==> config.mk <==
export PLATFORM = sky130hd
export DESIGN_NAME = hybrid_input_loader
export DESIGN_NICKNAME = d
export VERILOG_FILES = /design/src/rtl/hybrid_input_loader.sv
export SDC_FILE = /design/constraint.sdc
export NUM_CORES = 1
export LEC_CHECK = 0
export CORE_UTILIZATION = 46
export DETAILED_ROUTE_END_ITERATION = 10
export GPL_ROUTABILITY_DRIVEN = 1
export GPL_TIMING_DRIVEN = 0
export PLACE_DENSITY = 0.83
export SLEW_MARGIN = 20
export SYNTH_ARGS = -nofsm -noshare
export SYNTH_HDL_FRONTEND = slang
export SYNTH_SLANG_ARGS = --single-unit
==> constraint.sdc <==
create_clock -name clk -period 4.1 [get_ports clk]
set_input_delay 0.41 -clock clk [delete_from_list [all_inputs] [get_ports clk]]
set_output_delay 0.41 -clock clk [all_outputs]
set_load 0.05 [all_outputs]
==> src/rtl/hybrid_input_loader.sv <==
// Byte-stream loader for the hybrid encryptor: collects a message and a key,
// pads the message, repeats the key to N characters and holds both until they are consumed.
//
// state  | meaning
// MSG    | accepting message bytes
// KEY    | accepting key bytes
// EXPAND | repeating a short key to N characters
// HOLD   | block complete, waiting for out_ready
module hybrid_input_loader #(
    parameter int         N        = 32,
    parameter logic [7:0] TERM     = 8'h0D,
    parameter logic [7:0] PAD_CHAR = 8'h20
) (
    input  logic           clk,
    input  logic           rst,
    input  logic [7:0]     in_data,
    input  logic           in_valid,
    output logic           in_ready,
    output logic [8*N-1:0] message,
    output logic [8*N-1:0] key,
    output logic           out_valid,
    input  logic           out_ready
);
    localparam int CW = $clog2(N + 1);
    localparam logic [CW-1:0] LAST = CW'(N - 1);

    typedef enum logic [1:0] {S_MSG, S_KEY, S_EXPAND, S_HOLD} state_t;

    state_t        state, state_nxt;
    logic [CW-1:0] cnt, klen, src_idx;
    logic [7:0]    msg_q [N];
    logic [7:0]    key_q [N];
    logic [7:0]    exp_byte;
    logic          accept, is_term;

    assign accept  = in_valid && in_ready;
    assign is_term = (in_data == TERM);
    assign src_idx = cnt - klen;

    always_ff @(posedge clk) begin
        if (rst) state <= S_MSG;
        else     state <= state_nxt;
    end

    always_comb begin
        state_nxt = state;
        case (state)
            S_MSG:
                if (accept && (is_term || cnt == LAST)) state_nxt = S_KEY;
            S_KEY:
                if (accept) begin
                    if (is_term) begin
                        if (cnt != '0) state_nxt = S_EXPAND;
                    end else if (cnt == LAST) begin
                        state_nxt = S_HOLD;
                    end
                end
            S_EXPAND:
                if (cnt == LAST) state_nxt = S_HOLD;
            S_HOLD:
                if (out_ready) state_nxt = S_MSG;
            default: state_nxt = S_MSG;
        endcase
    end

    always_comb begin
        in_ready = 1'b0;
        if (state == S_MSG || state == S_KEY) in_ready = 1'b1;
    end

    // Key character one period back; the mux avoids indexing with a wider counter
    always_comb begin
        exp_byte = '0;
        for (int j = 0; j < N; j++)
            if (src_idx == CW'(j)) exp_byte = key_q[j];
    end

    always_ff @(posedge clk) begin
        if (rst) begin
            cnt       <= '0;
            klen      <= '0;
            msg_q     <= '{default: '0};
            key_q     <= '{default: '0};
            out_valid <= 1'b0;
        end else begin
            out_valid <= (state_nxt == S_HOLD);
            case (state)
                S_MSG:
                    if (accept) begin
                        if (is_term) begin
                            for (int i = 0; i < N; i++)
                                if (CW'(i) >= cnt) msg_q[i] <= PAD_CHAR;
                            cnt <= '0;
                        end else begin
                            for (int i = 0; i < N; i++)
                                if (cnt == CW'(i)) msg_q[i] <= in_data;
                            cnt <= (cnt == LAST) ? '0 : cnt + CW'(1);
                        end
                    end
                S_KEY:
                    if (accept) begin
                        if (is_term) begin
                            if (cnt != '0) klen <= cnt;
                        end else begin
                            for (int i = 0; i < N; i++)
                                if (cnt == CW'(i)) key_q[i] <= in_data;
                            cnt <= cnt + CW'(1);
                        end
                    end
                S_EXPAND: begin
                    for (int i = 0; i < N; i++)
                        if (cnt == CW'(i)) key_q[i] <= exp_byte;
                    cnt <= cnt + CW'(1);
                end
                S_HOLD:
                    if (out_ready) begin
                        cnt  <= '0;
                        klen <= '0;
                    end
                default: ;
            endcase
        end
    end

    // Character 0 lands in the MSBs
    for (genvar g = 0; g < N; g++) begin : g_pack
        assign message[8*(N-1-g) +: 8] = msg_q[g];
        assign key[8*(N-1-g) +: 8]     = key_q[g];
    end
endmodule

==> results.md <==
- GR Util met2: 65.5%
- Most common cell after layout, fill and taps aside: dfxtp_1
- Part of the cycle the worst path needs: 102%
- Setup Crit Path Kind: flop to flop
- Met3 Use GR: 13.3%
- Hold slack: 331 ps
- CTS Sinks: 527
- Synth async-reset ratio: 0%
- Cell count after synthesis: 2,704
- Syn Nets: 2,729
- Grt met1 use: 47.3%
- Nets: 3,352
- Starting Density: 46.8%
- Total CTS buffers: 57
- Drt wl/cell: 28.1 µm
- Largest net degree at the start of global routing: 17
- Worst Setup Start Kind: flop
- Total grt overflow: 0
- Chip Width: 231 µm
- Relative slew slack: 21.9%
- Unique cell type count in the Yosys netlist: 87
- Switch Pwr: 0.00357 W
- Via count: 26.0k
- Vias in the first global route: 24.1k
- Die Y: 231 µm
- DRT antenna net count: 0
- Hold Fails Final Rpt: 0
- GP Congestion: 1.05
- Switching portion of total power: 28.5%
- Die area: 53,400 µm²
- Worst-case clock buffer depth: 3
- Area of the core: 51,600 µm²
- Failing checks: setup timing
- Initial drt markers: 3,559
- # DRC: 0
- Min cycle time layout: 4190 ps
- Top cells by area, synth: dfxtp_1 44%, mux2i_1 10%, nor2_1 7.5%
- Pre-CTS WS: -1920 ps
- CTS tree: yes
- F_max: 0.239 GHz
- Seq cells post-synth: 527
- Maximum VDD drop: 0.474 mV
- Area Overhead vs Synth: 39.3%
- Top cell type's share of synthesized area: 43.7%
- Tightest Pin Transition: 1170 ps
- Endpoint class of the critical path: flop
- Crit Path Max Fanout: 10
- Tot GR Track Use: 40.9%
- First drt pass iteration count: 6
- Port bufs: 520
- Logic gate share of total power: 13.0%
- Row count: 83
- Cell Area, Synth: 24,100 µm²
- Max cap viols: 0
- Total Wirelength: 114,000 µm
- Commonest non-fill, non-tap cells in the layout: 527 x dfxtp_1, 520 x clkdlybuf4s50_1, 466 x nor2_1
- Final slew viol count: 0
- Part of the Yosys area used for sequential elements: 43.7%
- Worst-skew pair later-pin latency: 680 ps
- Most used DFF post-synth: dfxtp_1
- Status: finished, violations left
- Final Skew: 38.2 ps
- # H-tree levels: 2
- Initial antenna violation count: 4
- DP Wirelength: 83,200 µm
- Clock network power share: 45.7%
- Worst EP required: 4610 ps
- CTS Root Cell: clkbuf_16
- Number of synthesized flops with an enable pin: 0
- Via/cell ratio: 6.41
- Cts hold-fix bufs: 0
- Hold Crit Depth: 3
- Pwr dens: 372 nW/µm²
- IO Pins: 526
- Static Leakage: 11.7 nW
- Int Power: 0.00895 W
- Setup Viol. Count Final: 30
- Reg2Reg Depth: 15
- Layout cells sized above 1: 12.7%
- Avg Inst Size Synth: 8.93 µm²
- Final setup margin: -91.0 ps
- Worst Path Arrival: 4700 ps
- GRT Max-Usage Layer: met2
- Min-delay worst type: input pin to flop
- Sequential Power Share: 41.3%
- Synth area leader: dfxtp_1
- First-pass GRT wire length: 162,000 µm
- Warnings from Yosys: 0
- Clock transition at path regs: 60 ps
[layer usage]
metal / part of all wire [%] / vias up / wire length [µm]
met4: 7.7 / 2 / 8770
met1: 35 / 12307 / 39700
met5: 0.015 / - / 17
met2: 45 / 2114 / 50700
met3: 13 / 511 / 14800
li1: - / 11077 / -
[per-stage QoR]
| step | setup TNS, ps | total power [W] | utilization (%) | cells | instance area (µm²) |
|---|---|---|---|---|---|
| finish | -1380 | 0.0125 | 65.2 | 4058 | 33600 |
| detailed placement | -380720 | 0.00665 | 58.9 | 3915 | 30400 |
| floorplan | 0 | 0.00610 | - | 2704 | 24100 |
| global route | -458 | 0.0127 | 65.2 | 4057 | 33600 |
| CTS | -48.7 | 0.0123 | 64.3 | 4040 | 33200 |
| global placement | -377140 | 0.00663 | 58.5 | 3904 | 30200 |
[cells by family (layout without fill, tap and decap cells)]
| family | Yosys count | count (layout) | synth area share [%] |
|---|---|---|---|
| compound gates | 584 | 584 | 17.3 |
| xor+xnor | 10 | 10 | 0.363 |
| fa+ha+maj | 13 | 13 | 0.705 |
| buf+inv | 259 | 929 | 4.61 |
| flops | 527 | 527 | 43.7 |
| mux | 286 | 286 | 12.9 |
| other cells | 0 | 4 | 0 |
| simple gates | 1025 | 1025 | 20.4 |
[path summary, 6_finish.rpt]
kind / startpoint / to / slack, ps
worst min register to register: message[88]$_SDFFE_PP0P_ / message[88]$_SDFFE_PP0P_ / 490
worst min-delay path: in_data[7] / message[15]$_SDFFE_PP0P_ / 330
worst max register to register: cnt[0]$_SDFFE_PP0P_ / key[24]$_SDFFE_PP0P_ / -90
worst max-delay path: cnt[0]$_SDFFE_PP0P_ / key[24]$_SDFFE_PP0P_ / -90
[sequential cells by signal, indices dropped and copies added, names as in the netlist]
register and flops:
state 2, out_valid 1, key 256, cnt 6, message 256, klen 6
[critical path, cell delays in order (launching register included)]
cell and delay, ps:
dfxtp_1 340, buf_6 160, clkinvlp_4 70, ha_1 180, inv_1 70, fa_2 630, buf_12 200, buf_6 210
buf_6 250, clkbuf_4 360, nor2_4 90, a211oi_1 550, o32ai_2 230, o221ai_4 310, buf_4 250, a311oi_1 110
[what timing repair did]
action,in CTS,in global routing
setup endpoints to repair,256,251
resized for setup,155,103
setup buffers,23,14
pin swaps,12,9
[layout make-up]
cell class	instances	area [µm²]
Antenna cell	4	10.0
Clock inverter	34	485
Fill cell	4122	18000
Tap cell	680	851
Inverter	25	101
Buffer	230	1270
Multi-Input combinational cell	1918	13200
Sequential cell	527	10600
Clock buffer	72	1580
Timing Repair Buffer	568	5590
[cell usage after synthesis (11+ instances only)]
cell,number
nand3b_1,127
o21ai_0,136
a311oi_1,35
mux4_2,18
inv_1,25
mux2i_1,249
nor3_1,59
clkbuf_1,175
buf_2,28
nor3b_1,34
nand2_1,162
o22ai_1,47
o41ai_1,32
nor2b_1,11
a21oi_1,70
mux2_2,19
or3_1,12
a211oi_2,31
a211oi_1,39
nor4_1,40
o31ai_1,34
ha_1,12
dfxtp_1,527
buf_1,13
a31oi_1,43
nor2_1,483
nand3_1,42
[power groups by stage]
stage / Clock, W / Sequential [W] / Combinational (W)
floorplan: 0 / 0.00536 / 0.000736
global placement: 0 / 0.00528 / 0.00135
detailed placement: 0 / 0.00528 / 0.00137
CTS: 0.00569 / 0.00517 / 0.00147
global route: 0.00591 / 0.00517 / 0.00164
finish: 0.00572 / 0.00517 / 0.00163
Note: power is estimated with default switching activity, not from simulation.
